[config.mk]
export PLATFORM = sky130hd
export DESIGN_NAME = prim_multi_event_sync
export DESIGN_NICKNAME = d
export VERILOG_FILES = /design/src/rtl/prim_multi_event_sync_pkg.sv /design/src/rtl/prim_event_cnt.sv /design/src/rtl/prim_flop_2sync.sv /design/src/rtl/prim_multi_event_sync.sv
export SDC_FILE = /design/constraint.sdc
export NUM_CORES = 1
export LEC_CHECK = 0
export BUFFER_PORTS_ARGS = -buffer_cell sky130_fd_sc_hd__buf_2
export CAP_MARGIN = 10
export CORE_MARGIN = 2
export CORE_UTILIZATION = 50
export CTS_CLUSTER_SIZE = 8
export DETAILED_ROUTE_END_ITERATION = 6
export PLACE_DENSITY = 0.74
export SYNTH_ARGS = -nofsm -noshare
export SYNTH_HDL_FRONTEND = slang
export SYNTH_HIERARCHICAL = 1
export SYNTH_SLANG_ARGS = --single-unit
[constraint.sdc]
create_clock -name clk_i -period 3.2 [get_ports clk_i]
set_input_delay 0 -clock clk_i [delete_from_list [all_inputs] [get_ports clk_i]]
set_output_delay 0 -clock clk_i [all_outputs]
set_load 0.01 [all_outputs]
[src/rtl/prim_multi_event_sync_pkg.sv]
// Shared types and helpers for the multi-channel event synchronizer.
package prim_multi_event_sync_pkg;

    typedef enum logic [1:0] {
        EdgeRise = 2'd0,
        EdgeFall = 2'd1,
        EdgeBoth = 2'd2,
        EdgeNone = 2'd3
    } edge_mode_e;

    // Clock edges of masking after reset: two synchronizer stages plus level_q.
    localparam int unsigned InitStages = 3;

    function automatic logic edge_sel(edge_mode_e mode, logic rise, logic fall);
        logic sel;
        case (mode)
            EdgeRise: sel = rise;
            EdgeFall: sel = fall;
            EdgeBoth: sel = rise | fall;
            default:  sel = 1'b0;
        endcase
        return sel;
    endfunction

endpackage

[src/rtl/prim_event_cnt.sv]
// Per-channel saturating pending-event counter with sticky overflow flag.
module prim_event_cnt #(
    parameter int unsigned CntW = 4
) (
    input  logic            clk_i,
    input  logic            rst_ni,
    input  logic            push_i,
    input  logic            ready_i,
    input  logic            ovf_clr_i,
    output logic            valid_o,
    output logic [CntW-1:0] cnt_o,
    output logic            ovf_o
);

    localparam logic [CntW-1:0] CntMax = '1;
    localparam logic [CntW-1:0] CntOne = CntW'(1);

    logic [CntW-1:0] cnt_q, cnt_d;
    logic            ovf_q, ovf_d;
    logic            pop;

    assign valid_o = (cnt_q != '0);
    assign pop     = valid_o & ready_i;

    always_comb begin
        cnt_d = cnt_q;
        ovf_d = ovf_q;
        if (ovf_clr_i) begin
            ovf_d = 1'b0;
        end
        // Overflow is evaluated after the clear so a same-cycle drop keeps the flag.
        if (push_i && !pop) begin
            if (cnt_q == CntMax) begin
                ovf_d = 1'b1;
            end else begin
                cnt_d = cnt_q + CntOne;
            end
        end else if (!push_i && pop) begin
            cnt_d = cnt_q - CntOne;
        end
    end

    always_ff @(posedge clk_i or negedge rst_ni) begin
        if (!rst_ni) begin
            cnt_q <= '0;
            ovf_q <= 1'b0;
        end else begin
            cnt_q <= cnt_d;
            ovf_q <= ovf_d;
        end
    end

    assign cnt_o = cnt_q;
    assign ovf_o = ovf_q;

`ifndef SYNTHESIS
    cnt_no_wrap_a: assert property (@(posedge clk_i) disable iff (!rst_ni)
        (cnt_q == CntMax) |=> (cnt_q >= CntMax - CntOne));
    push_pop_hold_a: assert property (@(posedge clk_i) disable iff (!rst_ni)
        (push_i && pop) |=> (cnt_q == $past(cnt_q)));
`endif

endmodule

[src/rtl/prim_flop_2sync.sv]
// Two-stage synchronizer for asynchronous level inputs.
module prim_flop_2sync #(
    parameter int unsigned Width = 1
) (
    input  logic             clk_i,
    input  logic             rst_ni,
    input  logic [Width-1:0] d_i,
    output logic [Width-1:0] q_o
);

    logic [Width-1:0] stage_p0;
    logic [Width-1:0] stage_p1;

    always_ff @(posedge clk_i or negedge rst_ni) begin
        if (!rst_ni) begin
            stage_p0 <= '0;
            stage_p1 <= '0;
        end else begin
            stage_p0 <= d_i;
            stage_p1 <= stage_p0;
        end
    end

    assign q_o = stage_p1;

endmodule

[src/rtl/prim_multi_event_sync.sv]
// Multi-channel async event synchronizer with per-channel edge select and
// saturating pending counters drained through valid/ready.
module prim_multi_event_sync
    import prim_multi_event_sync_pkg::*;
#(
    parameter int unsigned         NumCh    = 4,
    parameter int unsigned         CntW     = 4,
    parameter logic [2*NumCh-1:0]  EdgeMode = '0
) (
    input  logic                  clk_i,
    input  logic                  rst_ni,
    input  logic [NumCh-1:0]      async_i,
    output logic [NumCh-1:0]      evt_valid_o,
    input  logic [NumCh-1:0]      evt_ready_i,
    output logic [NumCh*CntW-1:0] evt_cnt_o,
    output logic [NumCh-1:0]      ovf_o,
    input  logic [NumCh-1:0]      ovf_clr_i
);

    logic [NumCh-1:0]      sync;
    logic [NumCh-1:0]      level_q;
    logic [InitStages-1:0] init_q;
    logic                  init_done;
    logic [NumCh-1:0]      rise, fall, edge_det;

    prim_flop_2sync #(
        .Width (NumCh)
    ) u_sync (
        .clk_i  (clk_i),
        .rst_ni (rst_ni),
        .d_i    (async_i),
        .q_o    (sync)
    );

    // Edges stay masked until the synchronizer and level_q hold real samples,
    // so an input already high at reset release is not counted.
    always_ff @(posedge clk_i or negedge rst_ni) begin
        if (!rst_ni) begin
            level_q <= '0;
            init_q  <= '0;
        end else begin
            level_q <= sync;
            init_q  <= {init_q[InitStages-2:0], 1'b1};
        end
    end

    assign init_done = init_q[InitStages-1];
    assign rise      = sync & ~level_q;
    assign fall      = ~sync & level_q;

    for (genvar c = 0; c < NumCh; c++) begin : g_ch
        assign edge_det[c] = init_done &
            edge_sel(edge_mode_e'(EdgeMode[2*c +: 2]), rise[c], fall[c]);

        prim_event_cnt #(
            .CntW (CntW)
        ) u_cnt (
            .clk_i     (clk_i),
            .rst_ni    (rst_ni),
            .push_i    (edge_det[c]),
            .ready_i   (evt_ready_i[c]),
            .ovf_clr_i (ovf_clr_i[c]),
            .valid_o   (evt_valid_o[c]),
            .cnt_o     (evt_cnt_o[c*CntW +: CntW]),
            .ovf_o     (ovf_o[c])
        );
    end

endmodule

Word-level counts from Yosys, hierarchy flattened
Cells that the tools add are included.
W data, S select, Z words.
Cells by class
  add/subtract/negate cells: 8
  eq/ne operators: 8
  muxes and demuxes: 24
  bitwise logic cells: 10
  reduce and logical (&&, ||, !) cells: 28
Operators by type and width (count)
  $mux W4: 12
  $add A4 B1 Y4 const B: 4
  $eq A4 B4 Y1 const B: 4
  $reduce_bool A4 Y1: 4
  $sub A4 B1 Y4 const B: 4
  $mux W1: 12
  $and A1 B1 Y1: 8
  $logic_and A1 B1 Y1: 8
  $logic_not A1 Y1: 8
  $ne A2 B2 Y1 const B: 4
  $reduce_and A2 Y1: 4
  $reduce_bool A2 Y1: 4
  $and A4 B4 Y4: 1
  $not A4 Y4: 1
Word-level totals
  register bits: 35
  bits of input ports: 14
  output and inout port bits: 24
  logic and storage cells: 90

Depth between registers and ports, before layout
Gate-level depths: netlist of the first run.
  depth in word-level cells: 7
  mapped depth: 7
  mapped depth without buffers: 7

Hierarchy
The synthesis of the first run kept the hierarchy.
Modules (own cells, without submodules)
  prim_event_cnt: times used 4, cells an instance 31, area an instance 331.6 sq um, sequential area each 125.1 sq um
  prim_multi_event_sync: times used 1, cells an instance 12, area an instance 214.0 sq um, sequential area each 175.2 sq um
  prim_flop_2sync: times used 1, cells an instance 8, area an instance 200.2 sq um, sequential area each 200.2 sq um

Worst setup path before layout of the first run
Ideal clock, no wire load.
  path type: reg2reg
  start: register g_ch[0].u_cnt.cnt_q[0]
  end: register g_ch[0].u_cnt.cnt_q[3]
  data arrival time: 2.254 ns
  required time: 3.121 ns
  path slack: 0.867 ns
  stages on the path, launching flop included: 8
  buffers on the path: 0
  cells stage by stage: dfrtp_1 -> o41a_1 -> nand2b_1 -> ha_1 -> a21oi_1 -> a211o_1 -> a221oi_2 -> xor2_1
On the way
  longest elaborated chain between the ends: 6
  elaborated cells between the ends (all ways): 14
  classes of those cells: add/sub: 2; eq/ne: 2; mux: 3; bitwise: 1; reduce/logical: 6
RTL lines
  from (decl): RTL line prim_event_cnt.sv:18  | logic [CntW-1:0] cnt_q, cnt_d;
  from (signal assigned): RTL line prim_event_cnt.sv:48  | cnt_q <= cnt_d;
  $reduce_bool A4 Y1: RTL line prim_event_cnt.sv:22  | assign valid_o = (cnt_q != '0);
  $and A1 B1 Y1: RTL line prim_event_cnt.sv:23  | assign pop = valid_o & ready_i;
  $logic_not A1 Y1: RTL line prim_event_cnt.sv:32  | if (push_i && !pop) begin
  $logic_and A1 B1 Y1: RTL line prim_event_cnt.sv:32
  $ne A2 B2 Y1 (no line) or $reduce_bool A2 Y1 (tied branches)
  $reduce_and A2 Y1 (no line)
Parallel ways exist; a longest one is shown, timed or not. The select of a mux whose other input is x is not followed.
A chain may end at the register's enable or synchronous reset.

Worst setup path in the final report of the first run
  start: register g_ch[3].u_cnt.cnt_q[0]
  end: register g_ch[3].u_cnt.cnt_q[3]
On the way
  longest elaborated chain between the ends: 6
  elaborated cells between the ends (all ways): 14
  classes of those cells: add/sub: 2; eq/ne: 2; mux: 3; bitwise: 1; reduce/logical: 6
RTL lines (RTL line)
  from (decl): prim_event_cnt.sv:18
  from (signal assigned): prim_event_cnt.sv:48
  $reduce_bool A4 Y1: prim_event_cnt.sv:22
  $and A1 B1 Y1: prim_event_cnt.sv:23
  $logic_not A1 Y1: prim_event_cnt.sv:32
  $logic_and A1 B1 Y1: prim_event_cnt.sv:32
  $ne A2 B2 Y1 (no line) or $reduce_bool A2 Y1 (tied branches)
  $reduce_and A2 Y1 (no line)
Parallel ways exist; a longest one is shown, timed or not. The select of a mux whose other input is x is not followed.

==> summary.md, run 1 <==
| Metric | Value |
|---|---|
| Wire per inst | roughly 14 µm |
| N_diodes | 0 |
| Die W | between 60 and 70 µm |
| Final setup fails | 0 |
| Critical Path AT | approximately 2.9 ns |
| Final hold vios | 0 |
| Area Overhead vs Synth | 22.2% |
| Placed Instances | about 230 |
| TNS Setup | 0 ns |
| Hold path cells | 5 |
| Clock Skew | 0.0113 ns |
| Multi-input gate area | 820 µm² |
| Hpwl dp | ~2600 µm |
| Syn_area_per_cell | 12.1 µm² |
| Crit path capture type | flip-flop |
| Global-route wire length before repair | about 6000 µm |
| Worst slew margin | approximately half |
| Post-synthesis register bit count | 35 |
| Leakage dissipation | 0.000922 µW |
| DRT iter0 DRCs | between 100 and 150 |
| Worst EP required | between 3 and 4 ns |
| Initial DRT Pass Iterations | 4 |
| Ports | 38 |
| Largest family of logic cells by synthesized area | compound AO/OA/AOI/OAI gates |
| Total Wirelength | 3450 µm |
| RePlAce Congestion | 0.913 |
| Clock latency on the worst-skew pair | 0.33 ns |
| Max Slew Vio Count | 0 |
| Die area | 0.00397 mm² |
| Core area | 0.00334 mm² |
| Synth Area in Compound Gates | between 10% and 20% |
| Sequential share of the synthesized area | 50.3% |
| Setup CP Type | flip-flop to flip-flop |
| Synth Net Count | 170 |
| Worst r2r dst | g_ch[3].u_cnt/cnt_o[3] |
| Max Freq | a little under 400 MHz |
| Final Cell Area | 0.00213 mm² |
| Final core utilization | between 60 and 70% |
| Worst r2r path cells | 7 |
| Clk slew on worst S/H paths | 0.11 ns |
| Max incr delay on CP | between 0.5 and 0.6 ns |
| Final nets | 223 |
| Synth Area in Simple Gates | around 8.6% |
| Hold Path Sink | g_ch[2].u_cnt/cnt_o[3] |
| Worst r2r src | g_ch[3].u_cnt/cnt_o[0] |
| Number of vias per cell | ~5.4 |
| Cells along the critical path | o41a_1, nand2b_1, ha_1, a21oi_1, a211o_1, a221oi_2, xor2_1 |
| Reg2reg setup slack | between 0.6 and 0.7 ns |
| CTS buffer count | 5 |
| Period utilization | between 80% and 90% |
| CTS H-tree lvls | 2 |
| Final critical-path required period | between 2 and 3 ns |
| Max_cap viols | 0 |
| Layout cells sized above 1 | 28.3% |
| Site row count | 21 |
| Hold slack | 0.214 ns |
| Outcome | complete, no violations |
| Total global-route track usage | approximately 19% |
| Synthesized cell area | ~0.0017 mm² |
| Post-synthesis mux area share | under 10% |
| CTS Root Cell | clkbuf_4 |
| Total of fill cells in the finished design | 277 |
| Worst-Margin Slew | around 0.75 ns |
| Via count | about 1,300 |
| Max IR drop VDD | 0.453 mV |
| Hold crit path type | input port to flip-flop |
| Initial Utilization | between 50% and 60% |
| Max Fanout on Critical Path | 7 |
| Post-CTS setup buffers | 0 |
| HP Start | evt_ready_i[2] |
| P per Cell Area | approximately 850 mW/mm² |
| Drc violations | 0 |
| Global route overflow | 0 |
| Post-Synth XOR/XNOR Area | under 10% |
| Die Y | between 60 and 70 µm |
| Final std cells w/o fill | ~240 |
| Synth Instances | 144 |
| Vias in the first global route | approximately 1,400 |
| Clock Sinks | 35 |
| Antenna violations before repair | 0 |
| CTS tree | yes |
| RSZ-0062 raised after global routing | no |
| Placed Instance Area | slightly below 0.002 mm² |
| Port-buffer cells | 37 |
| Antenna-violating nets left | 0 |
| Synth warn | 6 |
| Largest net degree at the start of global routing | 36 |
| CTS max path bufs | 2 |
| Synth cell types | 21 |
| Worst Setup Start Kind | flip-flop |
| Synth Area in Adders | about a tenth |
| CP max stage cell | o41a_1 |
| Reg area | 876 µm² |
## cell usage in the layout, fill, tap and decap left out
cell type,n
clkinvlp_4,1
clkbuf_1,1
dlygate4sd3_1,9
a221oi_2,4
nand2_1,8
a211o_1,4
a21oi_1,8
conb_1,1
ha_1,8
o32ai_1,4
mux2_2,8
buf_2,37
clkbuf_4,5
xor2_1,8
xnor2_1,4
inv_1,12
nor3_1,4
dfrtp_1,35
o211ai_1,4
fa_1,4
nand2b_1,4
and3b_1,4
o22ai_1,4
clkinv_2,1
nand3_1,8
o21ai_0,4
o41a_1,4
## per-layer routing
| metal | up-vias | global-route usage (%) | wire, µm |
|---|---|---|---|
| met5 | - | 0 | 0 |
| met2 | 37 | 33.8 | 1800 |
| li1 | 634 | - | - |
| met4 | 0 | 11.1 | 72 |
| met3 | 9 | 4.68 | 148 |
| met1 | 640 | 21.7 | 1430 |
## synthesized netlist by cell type, drive strengths merged
cell | number | area [µm²]
a211o | 4 | 35.0
a21oi | 8 | 40.0
a221oi | 4 | 60.1
and3b | 4 | 35.0
conb | 1 | 3.75
dfrtp | 35 | 876
fa | 4 | 80.1
ha | 8 | 100
inv | 12 | 45.0
mux2 | 8 | 90.1
nand2 | 8 | 30.0
nand2b | 4 | 25.0
nand3 | 8 | 40.0
nor3 | 4 | 20.0
o211ai | 4 | 30.0
o21ai | 4 | 20.0
o22ai | 4 | 25.0
o32ai | 4 | 35.0
o41a | 4 | 45.0
xnor2 | 4 | 35.0
xor2 | 8 | 70.1
## area by class of cell
class	count	share of cell area, %
multi-input cells	97	38.5
well taps	46	2.71
clock inverters	2	0.588
flip-flops and latches	35	41.2
clock buffers	6	1.94
repair buffers	46	12.9
inverters	12	2.12
## timing repair
item,in CTS,in global routing
hold buffers,9,0
gates resized for setup,0,0
hold endpoints to repair,43,0
## worst max-delay path, delay by kind of cell, from the launching register on
family / cells / cell delay, ns
compound gates: 4 / 1.23
flops: 1 / 0.50
xor+xnor: 1 / 0.16
simple gates: 1 / 0.25
fa+ha+maj: 1 / 0.39
## power by group
group	internal, µW	switching [µW]
sequential	564	207
clock	84.7	141
combinational	392	409
total	1040	757
## metrics by stage
step,worst slack (ns),total power [µW]
final,0.604,1800
after global routing,0.495,1960
after CTS,0.651,1820
after detailed placement,0.686,1570
after global placement,0.764,1510
after floorplan,0.867,1290
## registers in the layout, summed over array words and instances, names as in the netlist
signal / cells
g_ch.u_cnt/cnt_o: 16
g_ch.u_cnt/ovf_o: 4
init_q: 3
level_q: 4
u_sync/q_o: 4
u_sync/stage_p0: 4
## how the worst max path moves through the flow
stage | from | to | slack (ns) | cells after the start
floorplan | g_ch[0].u_cnt/cnt_o[0] | g_ch[0].u_cnt/cnt_o[3] | 0.87 | 7
global placement | g_ch[0].u_cnt/cnt_o[0] | g_ch[0].u_cnt/cnt_o[3] | 0.76 | 7
detailed placement | g_ch[3].u_cnt/cnt_o[0] | g_ch[3].u_cnt/cnt_o[3] | 0.69 | 7
CTS | g_ch[3].u_cnt/cnt_o[0] | g_ch[3].u_cnt/cnt_o[3] | 0.65 | 7
global route | g_ch[3].u_cnt/cnt_o[0] | g_ch[3].u_cnt/cnt_o[3] | 0.50 | 7
finish | g_ch[3].u_cnt/cnt_o[0] | g_ch[3].u_cnt/cnt_o[3] | 0.60 | 7
## cells by family (layout without fill, tap and decap cells)
logic type                 Yosys count  count (layout)
xor gates and xnor gates            12              12
AOI/OAI and AO/OA                   36              36
other                                1               1
buffers and inverters               12              66
adders and majority gates           12              12
muxes                                8               8
and+or+nand+nor                     28              28
DFF                                 35              35
Power figures use the tool's default switching activity.
==> inputs of run 2 (changes only) <==
==> constraint.sdc (replaced) <==
create_clock -name clk_i -period 2.6 [get_ports clk_i]
set_input_delay 0 -clock clk_i [delete_from_list [all_inputs] [get_ports clk_i]]
set_output_delay 0 -clock clk_i [all_outputs]
set_load 0.01 [all_outputs]
==> summary.md, run 2 (synthesis gave the netlist of run 1 again) <==
| Metric | Value |
|---|---|
| Final hold vios | 0 (unchanged) |
| Number of vias per cell | 5.32 (-1.7%) |
| TNS Setup | 0 ns (unchanged) |
| CTS max path bufs | 2 (unchanged) |
| CTS H-tree lvls | 2 (unchanged) |
| P per Cell Area | 1050 mW/mm² (+24%) |
| Die Y | 63 µm (unchanged) |
| Max Fanout on Critical Path | 5 (-2) |
| Global route overflow | 0 (unchanged) |
| Hpwl dp | 2490 µm (-3.1%) |
| Worst Setup Start Kind | flip-flop |
| Final Cell Area | 0.00218 mm² (+2.4%) |
| Max IR drop VDD | 0.598 mV (+32%) |
| Antenna violations before repair | 0 (unchanged) |
| Setup CP Type | flip-flop to flip-flop |
| Site row count | 21 (unchanged) |
| P_sw | 953 µW (+26%) |
| CTS buffer count | 5 (unchanged) |
| Final worst-path setup slack | 0.137 ns (-0.467 ns) |
| Port-buffer cells | 37 (unchanged) |
| Clock latency on the worst-skew pair | 0.34 ns (about the same) |
| Worst EP required | 2.86 ns (-0.61 ns) |
| Total Wirelength | 3340 µm (-3.2%) |
| Via count | 1,319 (-0.076%) |
| Total global-route track usage | 19.2% (-0.26 points) |
| CTS Root Cell | clkbuf_4 |
| RSZ-0062 raised after global routing | no |
| Global-route wire length before repair | 5890 µm (-1.7%) |
| CTS tree | yes |
| Ports | 38 (unchanged) |
| Largest net degree at the start of global routing | 36 (unchanged) |
| Final nets | 227 (+1.8%) |
| Leakage dissipation | 0.000945 µW (+2.5%) |
| Outcome | complete, no violations |
| Period utilization | 94.7% (+14 points) |
| Hold crit path type | input port to flip-flop |
| Clock share of power | 13.3% (+0.8 points) |
| Total chip power | 2290 µW (+27%) |
| Clock Skew | 0.00377 ns (-0.00752 ns) |
| Sequential share of power | 38.6% (-4.3 points) |
| Die W | 63 µm (unchanged) |
| Comb pwr share | 48.1% (+3.5 points) |
| Max Slew Vio Count | 0 (unchanged) |
| DRT iter0 DRCs | 140 (+33%) |
| Layout cells sized above 1 | 30.7% (+2.4 points) |
| Clock Sinks | 35 (unchanged) |
| Final setup fails | 0 (unchanged) |
| Die area | 0.00397 mm² (unchanged) |
| Commonest non-fill, non-tap cell in the layout | buf_2 |
| Core area | 0.00334 mm² (unchanged) |
| Area Overhead vs Synth | 25.2% |
| Initial Utilization | 52.2% (unchanged) |
| Placed Instance Area | 0.00201 mm² (+1.5%) |
| Total of fill cells in the finished design | 270 (-2.5%) |
| Dpl ws | 0.155 ns (-0.531 ns) |
| Vias in the first global route | 1,314 (-5.9%) |
| Internal | 1340 µW (+28%) |
| Max Freq | 406 MHz (+5.4%) |
| N_diodes | 0 (unchanged) |
| Critical Path AT | 2.73 ns (-0.13 ns) |
| Crit path capture type | flip-flop |
| Final critical-path required period | 2.46 ns (-0.133 ns) |
| RePlAce Congestion | 0.847 (-7.2%) |
| Worst slew margin | 51.1% (+0.98 points) |
| Drc violations | 0 (unchanged) |
| Wire per inst | 13.4 µm (-4.8%) |
| Commonest non-fill, non-tap cells in the layout | 37 x buf_2, 35 x dfrtp_1, 12 x inv_1 |
| Worst-Margin Slew | 0.734 ns (-0.0147 ns) |
| Largest register FFs | 16 (unchanged) |
| Initial DRT Pass Iterations | 4 (unchanged) |
| Clk slew on worst S/H paths | 0.12 ns (about the same) |
| Antenna-violating nets left | 0 (unchanged) |
| Switch share | 41.6% (-0.48 points) |
| Max_cap viols | 0 (unchanged) |
## run 2: cell types whose count changed in the layout (fill, tap and decap cells not counted), sizes merged
| cell | change |
|---|---|
| buf | +4 |
| clkinv | +1 |
| clkbuf | -1 |
## run 2: area by class of cell
| type | instances | area (µm²) | share of cell area [%] |
|---|---|---|---|
| sequential | 35 | 876 | 40.2 |
| multi-input combinational | 97 | 832 | 38.2 |
| clock inverter | 3 | 25.0 | 1.15 |
| clock buffer | 5 | 37.5 | 1.72 |
| tap | 46 | 57.6 | 2.64 |
| inverter | 12 | 45.0 | 2.07 |
| timing repair buffer | 50 | 305 | 14.0 |
## run 2: worst paths after layout
kind                       cells after the start              startpoint  slack (ns)                     end
max in group asynchronous                      2                  rst_ni        1.90  g_ch[3].u_cnt/cnt_o[3]
min                                            5          evt_ready_i[2]        0.20  g_ch[2].u_cnt/cnt_o[3]
min reg2reg                                    0      u_sync/stage_p0[1]        0.36           u_sync/q_o[1]
min in group asynchronous                      2                  rst_ni        0.23     g_ch[2].u_cnt/ovf_o
max                                            7  g_ch[0].u_cnt/cnt_o[3]        0.14  g_ch[0].u_cnt/cnt_o[3]
max reg2reg                                    7  g_ch[0].u_cnt/cnt_o[3]        0.14  g_ch[0].u_cnt/cnt_o[3]
## run 2: metrics by stage
step,util [%],cells,hold WS (ns)
3_5_place_dp,60.3,231,0.106
3_3_place_gp,60.3,231,0.107
5_1_grt,65.3,248,0.222
2_1_floorplan,-,144,-0.296
4_1_cts,64.9,248,0.174
6_report,65.3,248,0.202
## run 2: metal layers
| metal | track usage [%] | up-vias | share of wire [%] | wire length, µm |
|---|---|---|---|---|
| li1 | - | 645 | - | - |
| met1 | 23.9 | 624 | 43 | 1440 |
| met2 | 31.0 | 41 | 50 | 1650 |
| met3 | 5.77 | 9 | 5.4 | 180 |
| met4 | 8.33 | 0 | 1.9 | 65 |
| met5 | 0 | - | 0 | 0 |
## run 2: worst max-delay path, cell delays in order, from the launching register on
cell and delay (ns):
dfrtp_1 0.44, o41a_1 0.47, nand2b_1 0.24, ha_1 0.36, a21oi_1 0.10, a211o_1 0.32
a221oi_2 0.25, xor2_1 0.19
## run 2: power groups by stage
stage          combinational [µW]  sequential (µW)  clock (µW)
6_report                     1100              885         305
5_1_grt                      1220              916         342
4_1_cts                      1090              884         318
3_5_place_dp                 1070              896           0
3_3_place_gp                 1030              880           0
2_1_floorplan                 614              972           0
## run 2: repair_timing
item | 4_1_cts | 5_1_grt
setup endpoints to repair | 0 | 1
gates resized for setup | 0 | 1
hold buffers | 9 | 0
setup buffers | 0 | 0
hold endpoints to repair | 43 | 0
